### src/rtl/hack_mem_pkg.sv
// Shared definitions for the Hack data-memory arbiter: address map,
// widths and the CPU access target encoding.
package hack_mem_pkg;

  localparam int DATA_W = 16;
  localparam int CPU_AW = 15;
  localparam int RAM_AW = 14;
  localparam int SCR_AW = 13;

  localparam logic [CPU_AW-1:0] RAM_TOP  = 15'h3FFF;
  localparam logic [CPU_AW-1:0] SCR_BASE = 15'h4000;
  localparam logic [CPU_AW-1:0] SCR_TOP  = 15'h5FFF;
  localparam logic [CPU_AW-1:0] KBD_ADDR = 15'h6000;

  typedef enum logic [1:0] {
    TGT_RAM = 2'd0,
    TGT_SCR = 2'd1,
    TGT_KBD = 2'd2,
    TGT_INV = 2'd3
  } tgt_e;

endpackage

### src/rtl/hack_addr_decode.sv
// Combinational decode of a CPU word address into its target and the
// word offset inside that target.
module hack_addr_decode
  import hack_mem_pkg::*;
(
  input  logic [CPU_AW-1:0] cpu_addr,
  output tgt_e              tgt,
  output logic [RAM_AW-1:0] offset
);

  always_comb begin
    tgt = TGT_INV;
    if (cpu_addr <= RAM_TOP) begin
      tgt = TGT_RAM;
    end else if (cpu_addr >= SCR_BASE && cpu_addr <= SCR_TOP) begin
      tgt = TGT_SCR;
    end else if (cpu_addr == KBD_ADDR) begin
      tgt = TGT_KBD;
    end
  end

  // Screen window starts at 0x4000, so its low 13 bits are already the offset.
  assign offset = cpu_addr[RAM_AW-1:0];

endmodule

### src/rtl/hack_mem_arbiter.sv
// Steers CPU accesses to RAM / screen / keyboard and shares the single
// screen port with the video refresh reader, with 1-cycle read return.
module hack_mem_arbiter
  import hack_mem_pkg::*;
#(
  parameter int MAX_WAIT = 4,
  parameter int WAIT_W   = 4
) (
  input  logic              clk,
  input  logic              rst_n,
  input  logic              cpu_req,
  input  logic              cpu_we,
  input  logic [CPU_AW-1:0] cpu_addr,
  input  logic [DATA_W-1:0] cpu_wdata,
  output logic              cpu_gnt,
  output logic              cpu_rvalid,
  output logic [DATA_W-1:0] cpu_rdata,
  input  logic              vid_req,
  input  logic [SCR_AW-1:0] vid_addr,
  output logic              vid_gnt,
  output logic              vid_rvalid,
  output logic [DATA_W-1:0] vid_rdata,
  output logic              ram_en,
  output logic              ram_we,
  output logic [RAM_AW-1:0] ram_addr,
  output logic [DATA_W-1:0] ram_wdata,
  input  logic [DATA_W-1:0] ram_rdata,
  output logic              scr_en,
  output logic              scr_we,
  output logic [SCR_AW-1:0] scr_addr,
  output logic [DATA_W-1:0] scr_wdata,
  input  logic [DATA_W-1:0] scr_rdata,
  input  logic [DATA_W-1:0] kbd_in
);

  tgt_e              tgt;
  logic [RAM_AW-1:0] offset;

  hack_addr_decode u_decode (
    .cpu_addr (cpu_addr),
    .tgt      (tgt),
    .offset   (offset)
  );

  logic [WAIT_W-1:0] wait_q, wait_d;
  logic              cpu_rvalid_q, cpu_rvalid_d;
  logic              vid_rvalid_q, vid_rvalid_d;
  tgt_e              tag_q, tag_d;
  logic [DATA_W-1:0] kbd_q, kbd_d;

  logic cpu_scr, conflict, cpu_prio, cpu_rd, cpu_scr_xfer;

  // Handshake: a transfer happens in any cycle with req && gnt; requesters
  // hold req until granted, and gnt depends only on req, decode and wait_q.
  always_comb begin
    cpu_scr      = cpu_req && (tgt == TGT_SCR);
    conflict     = cpu_scr && vid_req;
    cpu_prio     = (wait_q == WAIT_W'(MAX_WAIT));
    cpu_gnt      = rst_n && cpu_req && (!conflict || cpu_prio);
    vid_gnt      = rst_n && vid_req && (!conflict || !cpu_prio);
    cpu_rd       = cpu_gnt && !cpu_we;
    cpu_scr_xfer = cpu_gnt && (tgt == TGT_SCR);

    ram_en    = cpu_gnt && (tgt == TGT_RAM);
    ram_we    = ram_en && cpu_we;
    ram_addr  = offset;
    ram_wdata = cpu_wdata;

    scr_en    = cpu_scr_xfer || vid_gnt;
    scr_we    = cpu_scr_xfer && cpu_we;
    scr_addr  = cpu_scr_xfer ? offset[SCR_AW-1:0] : vid_addr;
    scr_wdata = cpu_wdata;

    wait_d = wait_q;
    if (!cpu_req || cpu_gnt) begin
      wait_d = '0;
    end else if (cpu_scr && (wait_q < WAIT_W'(MAX_WAIT))) begin
      wait_d = wait_q + 1'b1;
    end

    cpu_rvalid_d = cpu_rd;
    vid_rvalid_d = vid_gnt;
    tag_d        = cpu_rd ? tgt : tag_q;
    kbd_d        = (cpu_rd && (tgt == TGT_KBD)) ? kbd_in : kbd_q;
  end

  always_ff @(posedge clk) begin
    if (!rst_n) begin
      wait_q       <= '0;
      cpu_rvalid_q <= 1'b0;
      vid_rvalid_q <= 1'b0;
      tag_q        <= TGT_INV;
      kbd_q        <= '0;
    end else begin
      wait_q       <= wait_d;
      cpu_rvalid_q <= cpu_rvalid_d;
      vid_rvalid_q <= vid_rvalid_d;
      tag_q        <= tag_d;
      kbd_q        <= kbd_d;
    end
  end

  // Gating with rst_n hides a read that was granted just before reset asserted.
  always_comb begin
    cpu_rvalid = rst_n && cpu_rvalid_q;
    vid_rvalid = rst_n && vid_rvalid_q;
    cpu_rdata  = '0;
    if (cpu_rvalid) begin
      case (tag_q)
        TGT_RAM: cpu_rdata = ram_rdata;
        TGT_SCR: cpu_rdata = scr_rdata;
        TGT_KBD: cpu_rdata = kbd_q;
        default: cpu_rdata = '0;
      endcase
    end
    vid_rdata = vid_rvalid ? scr_rdata : '0;
  end

endmodule
### config.mk
export PLATFORM = sky130hd
export DESIGN_NAME = hack_mem_arbiter
export DESIGN_NICKNAME = d
export VERILOG_FILES = /design/src/rtl/hack_mem_pkg.sv /design/src/rtl/hack_addr_decode.sv /design/src/rtl/hack_mem_arbiter.sv
export SDC_FILE = /design/constraint.sdc
export NUM_CORES = 1
export LEC_CHECK = 0
export ABC_AREA = 1
export BUFFER_PORTS_ARGS = -buffer_cell sky130_fd_sc_hd__buf_2
export CORE_MARGIN = 2
export CORE_UTILIZATION = 39
export DETAILED_ROUTE_END_ITERATION = 10
export HOLD_SLACK_MARGIN = 0.05
export MAX_ROUTING_LAYER = met4
export PLACE_DENSITY = 0.82
export SYNTH_ARGS = -nofsm -noshare
export SYNTH_HDL_FRONTEND = slang
export SYNTH_SLANG_ARGS = --single-unit
### constraint.sdc
create_clock -name clk -period 1.6 [get_ports clk]
set_input_delay 0.16 -clock clk [delete_from_list [all_inputs] [get_ports clk]]
set_output_delay 0.16 -clock clk [all_outputs]
set_load 0.02 [all_outputs]
Word level (Yosys, flattened, before mapping). Cells that the tools add are included.

$add $sub $neg: 1. Multiply operators: 0. Div/mod/pow operators: 0. Order comparisons: 4. Equal/unequal tests: 6. Shift-type cells: 0. Mux-type cells: 7. Bitwise logic cells: 1. Reductions and logical operators: 27.

Operators by type and width (count): 16-bit case mux with 3 select lines (1); 16-bit two-way mux (2); 1-bit logical AND (16); 15-bit equality test, second input constant (1); 15-bit >= comparator, second input constant (1); 15-bit by 14-bit <= comparator with 1-bit output, second input constant (1); 15-bit <= comparator, second input constant (1); 13-bit two-way mux (1); 4-bit by 1-bit adder with 4-bit output, second input constant (1); 2-bit by 1-bit equality test with 1-bit output, second input constant (2); 2-bit equality test, second input constant (2); 4-bit by 3-bit equality test with 1-bit output, second input constant (1); 1-bit zero test (4); 2-bit zero test (2); 1-bit logical OR (4); 4-bit by 3-bit less-than comparator with 1-bit output, second input constant (1); 2-bit two-way mux (2); 2-bit OR reduction (1); 1-bit two-way mux (1); 1-bit NOT (1).

Register bits: 24. Latch bits: 0. RAM bits: 0. Bits in read-only memories: 0. Input port bits: 97. Output and inout bits: 99. Word-level logic and storage cells: 51. Memories kept: 0.

Depth between registers and ports, before layout. Gate-level depths: netlist (run 1).

Word-level depth: 12. Gate-level depth with buffers: 10.

Cells and area by module. From an unflattened synthesis (run 1), not the netlist that was laid out.

Cells, all modules: 373. Area total of the unflattened synthesis: 2213.4 um^2.

By module, submodules not included: hack_mem_arbiter (instances 1, cells an instance 342, area each 2042.0 um^2, seq. area each 480.5 um^2); hack_addr_decode (instances 1, cells an instance 31, area each 171.4 um^2, seq. area each 0.0 um^2).

Worst setup path after synthesis (run 1). OpenSTA, ideal clock, no wires.

Path kind: flip-flop to output port. Start: reg wait_q[0]. End: out scr_we. Data arrival time: 1.639 ns. Data required time: 1.440 ns. Path slack: -0.199 ns. Stages on the path, launching flop included: 10. Path buffers: 1. Cell sequence: dfxtp_1 inv_1 ha_1 nand2_1 nor2_4 nor2_2 nor2_4 nand2_2 buf_6 nor2_1.

Word-level cells in the longest chain between the ends: 5.

RTL lines: start, declared (line hack_mem_arbiter.sv:45) `logic [WAIT_W-1:0] wait_q, wait_d;`; start signal, assigned (line hack_mem_arbiter.sv:95) `wait_q <= wait_d;`; 4-bit by 3-bit equality test with 1-bit output (line hack_mem_arbiter.sv:58) `cpu_prio = (wait_q == WAIT_W'(MAX_WAIT));`; 1-bit logical OR (line hack_mem_arbiter.sv:59) `cpu_gnt = rst_n && cpu_req && (!conflict || cpu_prio);`; 1-bit logical AND (line hack_mem_arbiter.sv:59); net cpu_gnt (line hack_mem_arbiter.sv:15) `output logic cpu_gnt,`; 1-bit logical AND (line hack_mem_arbiter.sv:62) `cpu_scr_xfer = cpu_gnt && (tgt == TGT_SCR);`; 1-bit logical AND (line hack_mem_arbiter.sv:70) `scr_we = cpu_scr_xfer && cpu_we;`; end, declared (line hack_mem_arbiter.sv:29) `output logic scr_we,`.

The timed path passes the listed nets, and every way through them passes these cells.

Final worst setup path (run 1).
Start: reg wait_q[1]. End: out scr_addr[4].

Word-level cells in the longest chain between the ends: 5.

RTL lines: 4-bit by 3-bit equality test with 1-bit output (line hack_mem_arbiter.sv:58); 1-bit logical OR (line hack_mem_arbiter.sv:59); 1-bit logical AND (line hack_mem_arbiter.sv:59); 1-bit logical AND (line hack_mem_arbiter.sv:62); 13-bit two-way mux (line hack_mem_arbiter.sv:71) `scr_addr = cpu_scr_xfer ? offset[SCR_AW-1:0] : vid_addr;`; end, declared (line hack_mem_arbiter.sv:30) `output logic [SCR_AW-1:0] scr_addr,`.

No other way between the ends.

==> metrics.md, run 1 <==
| Metric | Value |
|---|---|
| Initial Util | `0.411` |
| Ant. Diodes | `0` |
| EDFF count, synth | `0` |
| # setup viols final | `49` |
| Vias per inst | `4.88` |
| Async S/R FF share, synth | `0` |
| CP arrival | `1750 ps` |
| CTS buffer count | `3` |
| Worst Max-Slew Pin Slew | `787 ps` |
| Layout area overhead | `60.2%` |
| Setup WS post-layout | `-310 ps` |
| Root Buffer | `clkbuf_8` |
| Largest net degree at the start of global routing | `20` |
| Fin area | `0.00367 mm²` |
| Antenna Nets Post-Route | `0` |
| Worst R2R End | `kbd_q[8]$_SDFFE_PN0P_` |
| MaxCap Viol Count | `0` |
| Clk Latency, worst-skew pair | `270 ps` |
| Peak VDD IR | `573 µV` |
| Crit-path slowest cell | `dfxtp_2` |
| First-pass GRT wire length | `11.5 mm` |
| Peak Freq | `524 MHz` |
| Hold Path Cell Cnt | `3` |
| Vias in the first global route | `2,481` |
| Top-area cell type share of the netlist area | `0.210` |
| Clock Tree Buf Depth | `2` |
| Share of cells above drive strength 1 | `0.599` |
| Unrepaired setup endpoints after global routing | `yes` |
| Slowest cell delay on critical path | `330 ps` |
| Hold path start | `kbd_in[4]` |
| CTS tree | `done` |
| Total Routed Length | `8.15 mm` |
| Place WS | `-137 ps` |
| Min-Delay Path Class | `input pin to flip-flop` |
| Nets | `576` |
| Max-slew violations | `0` |
| Crit start category | `flip-flop` |
| Clk slew on worst S/H paths | `90 ps` |
| Post-layout util | `0.658` |
| Core ar. | `0.00557 mm²` |
| Total power draw | `1.74 mW` |
| Syn. warnings | `0` |
| Power Dens Cells | `476 mW/mm²` |
| Synth Net Count | `451` |
| # fillers | `475` |
| Status | `finished with violations` |
| Worst hold endpoint | `kbd_q[4]$_SDFFE_PN0P_` |
| Die area | `0.00650 mm²` |
| Syn avg cell area | `6.50 µm²` |
| Final Hold Slack | `140 ps` |
| Fin crit share | `1.19` |
| Crit path top cell by count | `nor2_4` |
| Clock skew | `1.27 ps` |
| Most common flop cell mapped by yosys | `dfxtp_1` |
| Worst slew margin | `0.475` |
| CP max FO | `6` |
| Synth unique cells | `25` |
| WL/cell | `14.9 µm` |
| DIE WIDTH | `80.6 µm` |
| Buf+Inv Stages, Crit Path | `3` |
| I/O pin cnt | `196` |
| Die H | `80.6 µm` |
| Synth Instances | `352` |
| Synth Register Bits | `24` |
| Area leader, netlist | `dfxtp_1` |
| Clock sink count | `24` |
| IO buf count | `147` |
| DR iter-0 viols | `74` |
| Register area share after synthesis | `0.210` |
| CTS H-tree depth | `1` |
| Post-DP HPWL | `5.16 mm` |
| Initial antenna violation count | `0` |
| Commonest cells post-synth | `nand2_1, inv_1, buf_4` |
| Fin crit period | `1910 ps` |
| Worst flop-to-flop path startpoint | `wait_q[1]$_SDFFE_PP0P_` |
| Post-DP Area | `0.00291 mm²` |
| Routed via count | `2,673` |
| Synth Cell Area | `0.00229 mm²` |
| Most frequent cell after synthesis | `nand2_1` |
| Leakage power | `1.95 nW` |
| Post-route DRC | `0` |
| CP cell instances | `inv_2, ha_4, nand2_2, nor2_4, nor2_4, nor2_4, buf_12, nand2_8, nand2_2, o21ai_4, buf_4` |
| Cell row count | `27` |
| Crit Path Class | `flip-flop to output pin` |
| Reg-to-reg setup timing slack | `-130 ps` |
| R2R depth | `12` |
| GP Congestion | `0.717` |
| Length of the first detailed-routing pass in iterations | `7` |
| Synth area leaders | `dfxtp_1, buf_4, nand2_1` |
| Hold buffer count at cts | `0` |
| Final Hold Fails | `0` |
| All-Layer GR Usage | `0.230` |
| Failing checks | `setup timing` |
| CP top delay family | `simple AND/OR/NAND/NOR gates` |
| Crit. End Element | `output pin` |
| Global route total overflow | `0` |
| CP required | `1440 ps` |
## worst min-delay path, cell delays in order
cell and delay, ps:
buf_2 100, nand3_2 60, a21oi_2 50
## layout by cell type (no fill, tap or decap), drive strengths merged
master / n
nand2: 105
o211ai: 16
ha: 2
and3: 1
o21ai: 12
nand3: 25
bufinv: 1
inv: 56
a21oi: 20
clkbuf: 5
nand4: 1
buf: 170
dfxtp: 24
o21bai: 1
clkinv: 3
a31o: 1
nor2: 33
## per-layer routing
metal	wire, µm	part of all wire	global-route usage	vias up
met5	0	0	-	-
met4	210	0.026	0.0576	0
met3	447	0.055	0.0393	23
met2	4450	0.55	0.427	118
met1	3040	0.37	0.254	1234
li1	-	-	-	1298
## registers in the layout, summed over array words and instances (netlist names)
signal	count
tag_q	2
wait_q	4
kbd_q	16
cpu_rvalid_q	1
vid_rvalid_q	1
## cells by family after synthesis
group           Yosys count  share of synthesized area
fa+ha+maj                 2                     0.0109
buf+inv                 115                      0.280
simple gates            161                      0.338
flops                    24                      0.210
compound gates           50                      0.161
## report_power, final
part | internal (mW) | switching (mW) | total [mW]
registers | 0.601 | 0.00677 | 0.607
logic | 0.260 | 0.341 | 0.601
clock network | 0.335 | 0.202 | 0.536
total | 1.20 | 0.549 | 1.74
## repair_timing
action                     4_1_cts  5_1_grt
setup endpoints to repair       51       52
setup buffers                    8        5
gates resized for setup         60       94
pin swaps                       10       15
cloned                           4        3
## worst max path at each step
| stage | start | cells after the start | endpoint | slack [ps] |
|---|---|---|---|---|
| 3_5_place_dp | wait_q[0]$_SDFFE_PP0P_ | 10 | scr_addr[6] | -140 |
| 6_report | wait_q[1]$_SDFFE_PP0P_ | 11 | scr_addr[4] | -310 |
| 2_1_floorplan | wait_q[1]$_SDFFE_PP0P_ | 9 | scr_addr[0] | -110 |
| 3_3_place_gp | wait_q[0]$_SDFFE_PP0P_ | 10 | scr_addr[4] | -70 |
| 4_1_cts | wait_q[1]$_SDFFE_PP0P_ | 11 | scr_addr[11] | -270 |
| 5_1_grt | wait_q[1]$_SDFFE_PP0P_ | 11 | scr_addr[9] | -390 |
## through the flow
| stage | std cells | setup TNS (ps) |
|---|---|---|
| final | 548 | -7140 |
| after global routing | 548 | -11140 |
| after CTS | 540 | -4470 |
| after detailed placement | 524 | -1650 |
| after global placement | 524 | -605 |
| after floorplan | 352 | -1510 |
## layout make-up
type / instances / area (µm²) / share of cell area
Clock buffer: 3 / 41.3 / 0.0113
Clock inverter: 1 / 30.0 / 0.00819
Inverter: 58 / 231 / 0.0631
Multi-Input combinational cell: 217 / 1560 / 0.424
Sequential cell: 24 / 490 / 0.134
Tap cell: 72 / 90.1 / 0.0246
Timing Repair Buffer: 172 / 1220 / 0.333
Timing Repair inverter: 1 / 6.26 / 0.00171
Power figures use the tool's default switching activity.
==> inputs of run 2 (changes only) <==
- BUFFER_PORTS_ARGS: -buffer_cell sky130_fd_sc_hd__buf_2 -> unset
- CORE_UTILIZATION: 39 -> 45
- DONT_BUFFER_PORTS: unset -> 1
- PLACE_DENSITY: 0.82 -> unset
==> run 2 against run 1 <==
  * The run still ends with setup timing left
  * Via count shrank 19%
  * Worst hold slack lost 65 ps
  * Final area shrank 19%
  * Register-to-register slack got worse by 20 ps
  * Critical path type unchanged
  * Largest power group unchanged
==> metrics.md, run 2 (synthesis gave the netlist of run 1 again) <==
| Metric | Value |
|---|---|
| Status | `finished with violations` |
| Failing checks | `setup timing` |
| Final Hold Slack | `74.5 ps (-65.3 ps)` |
| Clk slew on worst S/H paths | `90 ps (about the same)` |
| Clock skew | `5.21 ps (+3.94 ps)` |
| Global route total overflow | `0 (unchanged)` |
| Hold path start | `cpu_we` |
| Total Routed Length | `6.76 mm (-17%)` |
| Crit Path Class | `flip-flop to output pin` |
| Crit-path slowest cell | `dfxtp_2` |
| Largest regs | `kbd_q x16, wait_q x4, tag_q x2` |
| Post-DP HPWL | `4.42 mm (-14%)` |
| Leakage power | `1.30 nW (-33%)` |
| Length of the first detailed-routing pass in iterations | `4 (-3)` |
| Vias in the first global route | `1,984 (-20%)` |
| Worst R2R End | `tag_q[0]$_SDFFE_PN1P_` |
| Unrepaired setup endpoints after global routing | `yes` |
| CP required | `1440 ps (about the same)` |
| DIE WIDTH | `75.3 µm (-6.6%)` |
| CTS H-tree depth | `1 (unchanged)` |
| CP arrival | `1680 ps (-70 ps)` |
| Routed via count | `2,172 (-19%)` |
| IO buf count | `0 (-100%)` |
| Most common cell after layout, fill and taps aside | `nand2_1` |
| Worst flop-to-flop path startpoint | `wait_q[1]$_SDFFE_PP0P_` |
| Reg with most FFs | `kbd_q` |
| Nets | `460 (-20%)` |
| Initial antenna violation count | `0 (unchanged)` |
| Worst Max-Slew Pin Slew | `656 ps (-131 ps)` |
| Clk Latency, worst-skew pair | `270 ps (about the same)` |
| Total power draw | `1.54 mW (-12%)` |
| Die area | `0.00567 mm² (-13%)` |
| CP max FO | `12 (+6)` |
| Core ar. | `0.00482 mm² (-14%)` |
| Clock sink count | `24 (unchanged)` |
| Worst slew margin | `0.562 (+0.0877)` |
| Peak VDD IR | `389 µV (-32%)` |
| First-pass GRT wire length | `9.47 mm (-17%)` |
| All-Layer GR Usage | `0.224 (-0.00587)` |
| Crit. End Element | `output pin` |
| Placed Cells | `388 (-26%)` |
| Post-route DRC | `0 (unchanged)` |
| GP Congestion | `0.786 (+9.7%)` |
| CP top delay family | `simple AND/OR/NAND/NOR gates` |
| WL/cell | `15.8 µm (+6.5%)` |
| Peak Freq | `545 MHz (+4.0%)` |
| R2R depth | `11 (-1)` |
| Final Non-Filler Cells | `427 (-22%)` |
| MaxCap Viol Count | `0 (unchanged)` |
| Final Hold Fails | `0 (unchanged)` |
| Slowest cell delay on critical path | `330 ps (about the same)` |
| Root Buffer | `clkbuf_8` |
| Die H | `75.3 µm (-6.6%)` |
| Reg-to-reg setup timing slack | `-150 ps (-20 ps)` |
| Antenna Nets Post-Route | `0 (unchanged)` |
| Worst hold endpoint | `kbd_q[9]$_SDFFE_PN0P_` |
| DR iter-0 viols | `86 (+16%)` |
| Buf+Inv Stages, Crit Path | `2 (-1)` |
| CTS tree | `done` |
| Fin crit share | `1.15 (-0.0461)` |
| Fin area | `0.00296 mm² (-19%)` |
| Ant. Diodes | `0 (unchanged)` |
| Layout area overhead | `29.3%` |
| Largest net degree at the start of global routing | `18 (-10%)` |
| # fillers | `456 (-4.0%)` |
| Vias per inst | `5.09 (+4.3%)` |
| Setup WS post-layout | `-236 ps (+73.7 ps)` |
| Clock Tree Buf Depth | `2 (unchanged)` |
| Cell row count | `25 (-7.4%)` |
| CP cell instances | `inv_2, ha_4, nand2_4, nor2_4, nor2_4, nor2_4, buf_12, nand2_8, nand2_1, o21ai_4` |
| Share of cells above drive strength 1 | `0.436 (-0.163)` |
| Crit path top cell by count | `nor2_4` |
| Crit start category | `flip-flop` |
| Min-Delay Path Class | `input pin to flip-flop` |
| Initial Util | `0.475 (+0.0646)` |
| Post-DP Area | `0.00227 mm² (-22%)` |
| Hold Path Cell Cnt | `3 (unchanged)` |
| CTS buffer count | `3 (unchanged)` |
| Place WS | `-25.0 ps (+112 ps)` |
| Fin crit period | `1840 ps (-73.7 ps)` |
| Power Dens Cells | `520 mW/mm² (+9.4%)` |
| Max reg flops | `16 (unchanged)` |
| I/O pin cnt | `196 (unchanged)` |
| # setup viols final | `36 (-27%)` |
| Commonest non-fill, non-tap cells in the layout | `nand2_1, inv_1, buf_4, nor2_1, nand3_2` |
| Max-slew violations | `0 (unchanged)` |
## run 2: cell count changes in the layout (fill, tap and decap cells not counted), moves of 16 or more
cell	change
buf_2	-115
nand2_1	+19
dlygate4sd3_1	+17
nand2_2	-16
buf_4	+17
buf_6	-33
## run 2: timing repair
item,CTS,global route
setup endpoints to repair,48,52
pin swaps,9,23
cloned,6,1
endpoints found under the hold margin,16,1
setup buffers,3,9
resized for setup,28,60
hold buffers,16,1
## run 2: how the worst max path moves through the flow
stage,startpoint,to,slack [ps],cells past startpoint
2_1_floorplan,wait_q[1]$_SDFFE_PP0P_,scr_addr[0],-110,9
3_3_place_gp,wait_q[1]$_SDFFE_PP0P_,scr_addr[0],20,8
3_5_place_dp,wait_q[0]$_SDFFE_PP0P_,kbd_q[7]$_SDFFE_PN0P_,-20,10
4_1_cts,wait_q[1]$_SDFFE_PP0P_,scr_addr[1],-220,10
5_1_grt,wait_q[0]$_SDFFE_PP0P_,scr_addr[2],-320,10
6_report,wait_q[1]$_SDFFE_PP0P_,scr_addr[5],-240,10
## run 2: worst register-to-register path, cell delays in order (launching register included)
cell and delay, ps:
dfxtp_2 340, inv_2 50, ha_4 150, nand2_4 60, nor2_4 40, buf_4 130, buf_6 110, buf_4 130
o21bai_4 320, nor2_4 110, a21oi_2 120, o21ai_1 70
## run 2: layout make-up
type	count	area [µm²]	share of cell area
well taps	67	83.8	0.0283
clock inverters	1	30.0	0.0101
repair buffers	54	495	0.167
clock buffers	3	41.3	0.0139
multi-input cells	219	1590	0.537
inverters	58	229	0.0773
repair inverters	1	6.26	0.00211
flip-flops and latches	24	485	0.164
## run 2: metrics by stage
stage                     setup TNS [ps]   util
final                              -5050  0.615
after CTS                          -3200  0.561
after floorplan                    -1510      -
after global placement                 0  0.472
after global routing               -8320  0.615
after detailed placement            -228  0.472
## run 2: power breakdown
group	internal, mW	switching (mW)
Clock	0.335	0.201
Combinational	0.149	0.249
Sequential	0.602	0.00446
Total	1.09	0.455
## run 2: routing by layer
metal	part of all wire	vias to the layer above	track usage
li1	-	1069	-
met1	0.41	1008	0.265
met2	0.52	89	0.393
met3	0.058	6	0.0529
met4	0.0050	0	0.0370
met5	0	-	-
==> inputs of run 3 (changes only) <==
- CORE_AREA: unset -> 2 2 76 78
- CORE_MARGIN: 2 -> unset
- CORE_UTILIZATION: 45 -> unset
- DIE_AREA: unset -> 0 0 78 80
- SYNTH_HIERARCHICAL: unset -> 1
==> run 3 against run 2 <==
  * The run still ends with setup timing left
  * Global-route usage down 4.7 points
  * Cell count increased by 0.23%
  * Clock power decreased by 34%
  * Critical endpoint is now scr_addr[9]
  * Largest cell class unchanged
  * Largest power group unchanged
==> metrics.md, run 3 <==
| Metric | Value |
|---|---|
| MaxCap Viol Count | `0 (unchanged)` |
| First-pass GRT wire length | `8.75 mm (-7.6%)` |
| Post-route DRC | `0 (unchanged)` |
| Simple-gate share of the synthesized area | `0.392 (+0.0535)` |
| CP cell instances | `inv_2, ha_4, nand3_4, nand2_4, nand2_8, nor3_4, buf_6, nand2_1, nand2_4` |
| Fin crit period | `1750 ps (-87.5 ps)` |
| CP required | `1440 ps (about the same)` |
| Clock skew | `2.44 ps (-2.77 ps)` |
| Peak Freq | `572 MHz (+5.0%)` |
| Core ar. | `0.00541 mm² (+12%)` |
| CP arrival | `1590 ps (-90 ps)` |
| Most common cell after layout, fill and taps aside | `nand2_1` |
| Worst slew margin | `0.523 (-0.0394)` |
| Clock sink count | `24 (unchanged)` |
| Crit-path slowest cell | `dfxtp_2` |
| Total Routed Length | `5.91 mm (-13%)` |
| Cell row count | `27 (+8.0%)` |
| Vias per inst | `4.82 (-5.1%)` |
| Worst Max-Slew Pin Slew | `713 ps (+57.4 ps)` |
| Max-slew violations | `0 (unchanged)` |
| Initial Util | `0.409 (-0.0658)` |
| Ant. Diodes | `0 (unchanged)` |
| CTS buffer count | `3 (unchanged)` |
| Complex-gate fraction of the synthesized area | `0.0757 (-0.0849)` |
| Unrepaired setup endpoints after global routing | `yes` |
| Area leader, netlist | `dfxtp_1` |
| Mux contribution to synthesized area | `0 (unchanged)` |
| Global route total overflow | `0 (unchanged)` |
| Clk Latency, worst-skew pair | `260 ps (about the same)` |
| CP max FO | `5 (-7)` |
| Leakage power | `1.35 nW (+4.1%)` |
| Synth Cell Area | `0.00221 mm² (-3.3%)` |
| Most common flop cell mapped by yosys | `dfxtp_1` |
| Async S/R FF share, synth | `0 (unchanged)` |
| Syn. warnings | `6 (+6)` |
| CTS H-tree depth | `1 (unchanged)` |
| Setup TNS | `-1900 ps (+3150 ps)` |
| Largest regs | `kbd_q x16, wait_q x4, tag_q x2` |
| Crit Path Class | `flip-flop to output pin` |
| Final Non-Filler Cells | `428 (+0.23%)` |
| Power Dens Cells | `515 mW/mm² (-1.1%)` |
| Largest family of logic cells by synthesized area | `simple AND/OR/NAND/NOR gates` |
| Layout area overhead | `16.6%` |
| Routed via count | `2,065 (-4.9%)` |
| IO buf count | `0 (unchanged)` |
| Vias in the first global route | `1,886 (-4.9%)` |
| Crit path top cell by count | `nand2_4` |
| Crit. End Element | `output pin` |
| Synth Register Bits | `24 (unchanged)` |
| Final Hold Fails | `0 (unchanged)` |
| Length of the first detailed-routing pass in iterations | `4 (unchanged)` |
| Antenna Nets Post-Route | `0 (unchanged)` |
| Clock Tree Buf Depth | `2 (unchanged)` |
| WL/cell | `13.8 µm (-13%)` |
| Buf+Inv Stages, Crit Path | `2 (unchanged)` |
| Initial antenna violation count | `0 (unchanged)` |
| DIE WIDTH | `78 µm (+3.5%)` |
| Synth area leaders | `dfxtp_1, nand2_1, buf_4` |
| Die H | `80 µm (+6.2%)` |
| Synth Instances | `373 (+6.0%)` |
| Most frequent cell after synthesis | `nand2_1` |
| EDFF count, synth | `0 (unchanged)` |
| Failing checks | `setup timing` |
| Nets | `457 (-0.65%)` |
| Post-DP HPWL | `4.01 mm (-9.2%)` |
| Status | `finished with violations` |
| Reg with most FFs | `kbd_q` |
| Top-area cell type share of the netlist area | `0.217 (+0.00724)` |
| All-Layer GR Usage | `0.177 (-0.0475)` |
| Peak VDD IR | `247 µV (-36%)` |
| Register area share after synthesis | `0.217 (+0.00724)` |
| CTS tree | `done` |
| Root Buffer | `clkbuf_8` |
| Commonest non-fill, non-tap cells in the layout | `nand2_1, nor2_1, inv_1, nand2_4, dfxtp_1` |
| Setup WS post-layout | `-148 ps (+87.5 ps)` |
| Synth Net Count | `472 (+4.7%)` |
| # setup viols final | `17 (-53%)` |
| Max reg flops | `16 (unchanged)` |
| Placed Cells | `402 (+3.6%)` |
| I/O pin cnt | `196 (unchanged)` |
| Crit start category | `flip-flop` |
| CP top delay family | `simple AND/OR/NAND/NOR gates` |
| GP Congestion | `0.760 (-3.3%)` |
| Die area | `0.00624 mm² (+10%)` |
| Clk slew on worst S/H paths | `80 ps (about the same)` |
| Synth unique cells | `29 (+16%)` |
| Syn avg cell area | `5.93 µm² (-8.8%)` |
| Post-Synth XOR/XNOR Area | `0 (unchanged)` |
| Min-Delay Path Class | `input pin to flip-flop` |
| Share of cells above drive strength 1 | `0.301 (-0.136)` |
| Post-Synth Adder-Cell Area | `0.0113 (+0.000377)` |
| Largest net degree at the start of global routing | `33 (+15)` |
| Fin crit share | `1.09 (-0.0547)` |
| DR iter-0 viols | `59 (-31%)` |
| Commonest cells post-synth | `nand2_1, nor2_1, inv_1` |
| Slowest cell delay on critical path | `330 ps (about the same)` |
## run 3: per-stage QoR
step           hold slack, ps   util  setup WS (ps)  power (mW)  instance area [µm²]
2_1_floorplan             255      -          -44.3        1.02                 2270
3_3_place_gp              252  0.382           71.7       0.883                 2060
3_5_place_dp              253  0.382           56.2       0.886                 2060
4_1_cts                  62.5  0.453           -150        1.31                 2450
5_1_grt                  75.6  0.478           -246        1.39                 2580
6_report                 56.3  0.478           -148        1.33                 2580
## run 3: kinds of logic after synthesis
family / Yosys count
DFF: 24
buffers and inverters: 124
AOI/OAI and AO/OA: 21
and+or+nand+nor: 202
adders and majority gates: 2
## run 3: report_power, final
| group | switching, mW | internal, mW |
|---|---|---|
| Sequential | 0.00572 | 0.608 |
| Combinational | 0.232 | 0.131 |
| Clock | 0.184 | 0.168 |
## run 3: area by class of cell
cell class                      instances  area (µm²)
Fill cell                             551        2820
Clock buffer                            3        41.3
Timing Repair Buffer                   37         352
Multi-Input combinational cell        227        1370
Sequential cell                        24         485
Tap cell                               72        90.1
Inverter                               65         248
## run 3: what timing repair did
action | 4_1_cts | 5_1_grt
resized for setup | 37 | 43
setup endpoints to repair | 34 | 34
hold endpoints to repair | 19 | 0
hold buffers | 17 | 0
gates cloned | 2 | 1
pin swaps | 5 | 9
setup buffers | 3 | 0
## run 3: path summary, 6_finish.rpt
| path | startpoint | cells after the start | slack [ps] | end |
|---|---|---|---|---|
| setup / recovery | wait_q[0]$_SDFFE_PP0P_ | 9 | -150 | scr_addr[9] |
| hold reg to reg | tag_q[1]$_SDFFE_PN1P_ | 2 | 480 | tag_q[1]$_SDFFE_PN1P_ |
| setup reg to reg | wait_q[0]$_SDFFE_PP0P_ | 10 | 190 | tag_q[0]$_SDFFE_PN1P_ |
| hold / removal | kbd_in[10] | 2 | 60 | kbd_q[10]$_SDFFE_PN0P_ |
## run 3: routing by layer
layer	global-route usage	vias up	wire length, µm
li1	-	1042	-
met2	0.339	108	3140
met1	0.196	913	2320
met3	0.0192	2	428
met4	0.0421	0	19
met5	-	-	0
